==> src/rtl/prog_pkg.sv <==
`default_nettype none
// ============================================================================
//  Module      : prog_pkg
//  Description : Shared types and defaults for the loadable program memory.
//                Holds the load/ready state encoding, the NOP instruction
//                word and the default geometry (address width, instruction
//                width, depth).
//  Revision    : 1.0 - initial release
// ============================================================================
package prog_pkg;

    localparam int PROG_PSIZE = 5;
    localparam int PROG_ISIZE = 20;
    localparam int PROG_DEPTH = 32;

    // All-zero word; the core treats it as a no-operation.
    localparam logic [PROG_ISIZE-1:0] PROG_NOP = '0;

    typedef enum logic [1:0] {
        PROG_EMPTY   = 2'd0,
        PROG_LOADING = 2'd1,
        PROG_READY   = 2'd2
    } prog_state_t;

endpackage : prog_pkg
`default_nettype wire

==> src/rtl/prog_ram.sv <==
`default_nettype none
// ============================================================================
//  Module      : prog_ram
//  Description : DEPTH x DATA_W program array with one synchronous write port
//                and one registered read port. When i_rd_hit is low the read
//                register loads the NOP word instead of array data. The read
//                register holds its value in cycles without i_rd_en.
//  Ports       : clk, rst_n        - clock, async active-low reset (read reg)
//                i_wr_en/addr/data - write port
//                i_rd_en/hit/addr  - read request, in-range flag, address
//                o_rd_data         - registered read data
//  Revision    : 1.0 - initial release
// ============================================================================
module prog_ram
    import prog_pkg::*;
#(
    parameter int    IDX_W     = 5,
    parameter int    DATA_W    = PROG_ISIZE,
    parameter int    DEPTH     = PROG_DEPTH,
    parameter string INIT_FILE = "prog.hex"
) (
    input  logic              clk,
    input  logic              rst_n,
    input  logic              i_wr_en,
    input  logic [IDX_W-1:0]  i_wr_addr,
    input  logic [DATA_W-1:0] i_wr_data,
    input  logic              i_rd_en,
    input  logic              i_rd_hit,
    input  logic [IDX_W-1:0]  i_rd_addr,
    output logic [DATA_W-1:0] o_rd_data
);

    logic [DATA_W-1:0] r_mem [DEPTH];
    logic [DATA_W-1:0] r_rd_data;

    // Array contents are deliberately not reset: a program survives reset.
    always_ff @(posedge clk) begin
        if (i_wr_en) begin
            r_mem[i_wr_addr] <= i_wr_data;
        end
    end

    always_ff @(posedge clk or negedge rst_n) begin
        if (!rst_n) begin
            r_rd_data <= '0;
        end else if (i_rd_en) begin
            r_rd_data <= i_rd_hit ? r_mem[i_rd_addr] : DATA_W'(PROG_NOP);
        end
    end

    assign o_rd_data = r_rd_data;

endmodule : prog_ram
`default_nettype wire

==> src/rtl/prog_loader_mem.sv <==
`default_nettype none
// ============================================================================
//  Module      : prog_loader_mem
//  Description : Loadable program memory for the single-cycle core. A
//                valid/ready load port streams a program in from address 0;
//                a small FSM tracks EMPTY / LOADING / READY and only allows
//                fetches once a complete program is present. Fetches past the
//                end of the program return the NOP word. Read latency is one
//                cycle.
//                Macro PROG_READMEM_EN: array preloaded from INIT_FILE, reset
//                state READY with ProgWords = Depth.
//  Ports       : Clock, nReset                  - clock, async active-low rst
//                ProgAddress, ProgEnable        - fetch request
//                I, IValid                      - registered instruction
//                ProgReady, ProgWords           - program status
//                LoadStart/Data/Valid/Last      - load stream in
//                LoadReady, LoadError           - load stream status
//  Revision    : 1.0 - initial release
// ============================================================================
module prog_loader_mem
    import prog_pkg::*;
#(
    parameter int    Psize     = PROG_PSIZE,
    parameter int    Isize     = PROG_ISIZE,
    parameter int    Depth     = PROG_DEPTH,
    parameter string INIT_FILE = "prog.hex"
) (
    input  logic             Clock,
    input  logic             nReset,
    input  logic [Psize-1:0] ProgAddress,
    input  logic             ProgEnable,
    output logic [Isize-1:0] I,
    output logic             IValid,
    output logic             ProgReady,
    output logic [Psize:0]   ProgWords,
    input  logic             LoadStart,
    input  logic [Isize-1:0] LoadData,
    input  logic             LoadValid,
    input  logic             LoadLast,
    output logic             LoadReady,
    output logic             LoadError
);

    localparam int             c_idx_w    = $clog2(Depth);
    localparam logic [Psize:0] c_last_ptr = (Psize+1)'(Depth - 1);

`ifdef PROG_READMEM_EN
    localparam prog_state_t    c_rst_state = PROG_READY;
    localparam logic [Psize:0] c_rst_words = (Psize+1)'(Depth);
`else
    localparam prog_state_t    c_rst_state = PROG_EMPTY;
    localparam logic [Psize:0] c_rst_words = '0;
`endif

    prog_state_t    r_state;
    prog_state_t    w_next_state;
    logic [Psize:0] r_wr_ptr;
    logic [Psize:0] r_prog_words;
    logic           r_load_error;
    logic           r_ivalid;

    logic           w_load_ready;
    logic           w_accept;
    logic           w_overrun;
    logic           w_fetch;
    logic           w_in_range;

    // A beat coinciding with LoadStart belongs to no program and is dropped.
    assign w_load_ready = (r_state == PROG_LOADING) && !LoadStart;
    assign w_accept     = LoadValid && w_load_ready;
    assign w_overrun    = w_accept && !LoadLast && (r_wr_ptr == c_last_ptr);
    // LoadStart gates the fetch in its own cycle so IValid drops immediately.
    assign w_fetch      = ProgEnable && (r_state == PROG_READY) && !LoadStart;
    assign w_in_range   = {1'b0, ProgAddress} < r_prog_words;

    always_ff @(posedge Clock or negedge nReset) begin
        if (!nReset) begin
            r_state <= c_rst_state;
        end else begin
            r_state <= w_next_state;
        end
    end

    always_comb begin
        w_next_state = r_state;
        if (LoadStart) begin
            w_next_state = PROG_LOADING;
        end else if (w_accept && LoadLast) begin
            w_next_state = PROG_READY;
        end else if (w_overrun) begin
            w_next_state = PROG_EMPTY;
        end
    end

    always_ff @(posedge Clock or negedge nReset) begin
        if (!nReset) begin
            r_wr_ptr     <= '0;
            r_prog_words <= c_rst_words;
            r_load_error <= 1'b0;
        end else if (LoadStart) begin
            r_wr_ptr     <= '0;
            r_load_error <= 1'b0;
        end else if (w_accept) begin
            r_wr_ptr <= r_wr_ptr + 1'b1;
            if (LoadLast) begin
                r_prog_words <= r_wr_ptr + 1'b1;
            end else if (r_wr_ptr == c_last_ptr) begin
                r_prog_words <= '0;
                r_load_error <= 1'b1;
            end
        end
    end

    always_ff @(posedge Clock or negedge nReset) begin
        if (!nReset) begin
            r_ivalid <= 1'b0;
        end else begin
            r_ivalid <= w_fetch;
        end
    end

    prog_ram #(
        .IDX_W     (c_idx_w),
        .DATA_W    (Isize),
        .DEPTH     (Depth),
        .INIT_FILE (INIT_FILE)
    ) u_ram (
        .clk       (Clock),
        .rst_n     (nReset),
        .i_wr_en   (w_accept),
        .i_wr_addr (r_wr_ptr[c_idx_w-1:0]),
        .i_wr_data (LoadData),
        .i_rd_en   (w_fetch),
        .i_rd_hit  (w_in_range),
        .i_rd_addr (ProgAddress[c_idx_w-1:0]),
        .o_rd_data (I)
    );

    assign IValid    = r_ivalid;
    assign ProgReady = (r_state == PROG_READY);
    assign ProgWords = r_prog_words;
    assign LoadReady = w_load_ready;
    assign LoadError = r_load_error;

endmodule : prog_loader_mem
`default_nettype wire

==> config.mk <==
export PLATFORM = sky130hd
export DESIGN_NAME = prog_loader_mem
export DESIGN_NICKNAME = d
export VERILOG_FILES = /design/src/rtl/prog_pkg.sv /design/src/rtl/prog_ram.sv /design/src/rtl/prog_loader_mem.sv
export SDC_FILE = /design/constraint.sdc
export NUM_CORES = 1
export LEC_CHECK = 0
export BUFFER_PORTS_ARGS = -buffer_cell sky130_fd_sc_hd__buf_2
export CAP_MARGIN = 20
export CORE_AREA = 10 10 231 233
export CTS_BUF_LIST = sky130_fd_sc_hd__clkbuf_8
export CTS_CLUSTER_SIZE = 24
export DETAILED_ROUTE_END_ITERATION = 10
export DIE_AREA = 0 0 241 243
export PLACE_DENSITY_LB_ADDON = 0.1
export SLEW_MARGIN = 5
export SYNTH_ARGS = -nofsm -noshare
export SYNTH_HDL_FRONTEND = slang
export SYNTH_SLANG_ARGS = --single-unit
export TNS_END_PERCENT = 5
==> constraint.sdc <==
create_clock -name Clock -period 2.8 [get_ports Clock]
set_input_delay 0.42 -clock Clock [delete_from_list [all_inputs] [get_ports Clock]]
set_output_delay 0.42 -clock Clock [all_outputs]
set_load 0.05 [all_outputs]
==> impl_metrics.py <==
metrics = {
    "clocking": {
        "htreeDepth": 3,
        "cts_buffers": 105,
        "postCtsHoldBufs": 2,
        "clock_sinks": 676,
        "cts_resized": 0,
        "cts_tree": "built",
        "ctsLongestPathBuffers": 3,
        "postCtsSetupRepairBufs": 0,
        "clk_pin_slew_ns": 0.06,
        "clkLatencyLatePin_ns": 0.70,
        "cts-root-buf": "clkbuf_8",
    },
    "power_and_ir_drop": {
        "p_per_area_nw_per_um2": 673,
        "ir_drop_uv": 543,
        "power_leakage_nw": 10.2,
        "power.total_mw": 20.4,
    },
    "cells_and_area": {
        "syn_to_final_growth_pct": 14.7,
        "fin_cells": 2170,
        "drive_gt1_frac": 0.322,
        "finish.net_count": 1500,
        "antenna_cells": 0,
        "fill_cells": 3461,
        "fin_area_um2": 30300,
        "fin_util": 0.623,
    },
    "die": {
        "initial_core_util": 0.543,
        "die_h_um": 243,
        "core_area_um2": 48600,
        "io_pins": 61,
        "fp-row-count": 81,
        "fp.dieW_um": 241,
        "die_area_um2": 58600,
    },
    "yosys": {
        "async_reset_ff_frac": 0.0533,
        "yosysUniqueCellTypes": 46,
        "ys_ff_latch": 676,
        "synth-edff-count": 640,
        "yosysMostFrequentCell": "edfxtp_1",
        "syn-instance-count": 1268,
        "synth_commonest_cells": "640 x edfxtp_1, 146 x mux4_2, 62 x nand2_1, 56 x mux2i_1, 45 x nor2_1",
        "syn_area_um2": 26400,
        "syn_nets": 1307,
        "ys_warn_count": 0,
        "synth_area_leader_cell": "edfxtp_1",
        "yosysTopAreaCellShare": 0.728,
        "synth-main-ff-cell": "edfxtp_1",
        "avgSynthCellArea_um2": 20.8,
        "ys_seq_area_frac": 0.762,
        "synthTopCellsByArea": "edfxtp_1 73%, mux4_2 12%, dfrtp_1 3.4%",
    },
    "sta": {
        "tightest_slew_ns": 0.605,
        "finalSetupViolCount": 0,
        "rsz0062_at_grt": "false",
        "fin_tns_setup_ns": 0,
        "final_hold_viol_count": 0,
        "relSlewSlack": 0.596,
        "period_share": 0.807,
        "fin_crit_ns": 2.26,
        "hold_ws_ns": 0.0868,
        "max_freq_ghz": 0.442,
        "drv_slew": 0,
        "fin_skew_ns": 0.0299,
        "setup_ws_ns": 0.539,
    },
    "worst_setup_path": {
        "path_class": "register to register",
        "cp-start-kind": "register",
        "cp_data_arrival_time_ns": 2.65,
        "worstSetupEndpointType": "register",
        "cp_max_fo": 11,
        "crit_required_ns": 3.19,
        "worstReg2RegStart": "r_state[1]$_DFFE_PN0P_",
        "crit_path_start": "r_state[1]$_DFFE_PN0P_",
    },
    "placed_design": {
        "portBuffers": 60,
        "pre_cts_ws_ns": 0.194,
        "gp_congestion": 0.771,
        "place_area_um2": 28200,
        "dpl.hpwl_mm": 36.8,
        "dp.cells": 1974,
    },
    "hold_path": {
        "min-delay-start": "LoadStart",
        "hp-class": "input port to register",
    },
    "route": {
        "drt-initial-drc-count": 1196,
        "routed_wirelength_mm": 62.2,
        "ant_nets": 0,
        "wl_per_cell_um": 28.7,
        "highest_layer": "met5",
        "vias": 13236,
        "wl_met3_mm": 3.43,
        "met2_length_mm": 31.1,
        "wl_met1_mm": 25.9,
        "drc": 0,
        "vias_per_cell": 6.10,
        "first_pass_iters": 5,
    },
    "global_route": {
        "grt_pass1_wl_mm": 92.1,
        "grt_usage": 0.218,
        "grt_pass1_vias": 13736,
        "gr-total-overflow": 0,
        "antenna_found_initial": 3,
        "grt_max_degree": 87,
    },
    "outcome": {
        "status": "finished clean",
    },
    "run": {
        "cap_violations": 0,
    },
}
layout make-up:
type	count	area, µm²	area share
clock inverter	78	458	0.0151
sequential	676	20100	0.664
inverter	9	33.8	0.00112
multi-input combinational	514	5930	0.196
timing repair buffer	155	1380	0.0455
clock buffer	116	1600	0.0527
tap	622	778	0.0257
power breakdown:
group / switching, mW / internal, mW
registers: 0.0692 / 11.1
logic: 0.743 / 0.433
clock network: 3.74 / 4.26
total: 4.55 / 15.8
layer usage:
metal,vias up,GRT usage
met4,6,0.0699
met3,122,0.0411
met2,422,0.355
met5,-,0
li1,5633,-
met1,7053,0.292
layout by cell type (no fill, tap or decap), types with 10 or more instances in the layout:
| master | n |
|---|---|
| edfxtp_1 | 640 |
| mux4_2 | 146 |
| clkbuf_8 | 116 |
| buf_4 | 68 |
| nand2_1 | 62 |
| mux2i_1 | 56 |
| buf_2 | 56 |
| inv_1 | 42 |
| dfrtp_1 | 36 |
| nor2_2 | 32 |
| mux2_2 | 29 |
| o211ai_1 | 28 |
| buf_12 | 27 |
| clkinv_1 | 26 |
| o21ai_0 | 16 |
| nand3_1 | 15 |
| nor2_1 | 13 |
| nand3b_1 | 13 |
| a21oi_1 | 12 |
| nand2b_1 | 10 |
cells by family after synthesis:
logic type / count (synthesis) / synth area share
muxes: 231 / 0.158
DFF: 676 / 0.762
xor gates and xnor gates: 6 / 0.00199
AOI/OAI and AO/OA: 99 / 0.0270
adders and majority gates: 8 / 0.00379
and+or+nand+nor: 170 / 0.0306
buffers and inverters: 78 / 0.0164
registers in the layout (all words and copies together) (netlist names):
register         flops
u_ram.r_mem        640
u_ram.o_rd_data     20
ProgWords            6
r_wr_ptr             6
r_state              2
IValid               1
LoadError            1
worst paths after layout:
check	to	slack, ns	depth (start not counted)
setup / recovery	u_ram.r_mem[8][13]$_DFFE_PP_	0.54	4
hold / removal	LoadError$_DFFE_PN0P_	0.09	3
setup reg to reg	u_ram.r_mem[8][13]$_DFFE_PP_	0.54	4
hold reg to reg	u_ram.o_rd_data[7]$_DFFE_PN0P_	0.48	2
max in group asynchronous	u_ram.o_rd_data[11]$_DFFE_PN0P_	1.78	3
min in group asynchronous	u_ram.o_rd_data[5]$_DFFE_PN0P_	0.23	2
critical path, stage by stage, from the launching register on:
cell	delay, ns
dfrtp_1	0.41
and4bb_1	0.44
nand2_1	0.35
nor2_2	0.51
buf_12	0.23
No activity file was read; power rests on OpenSTA's default activity.
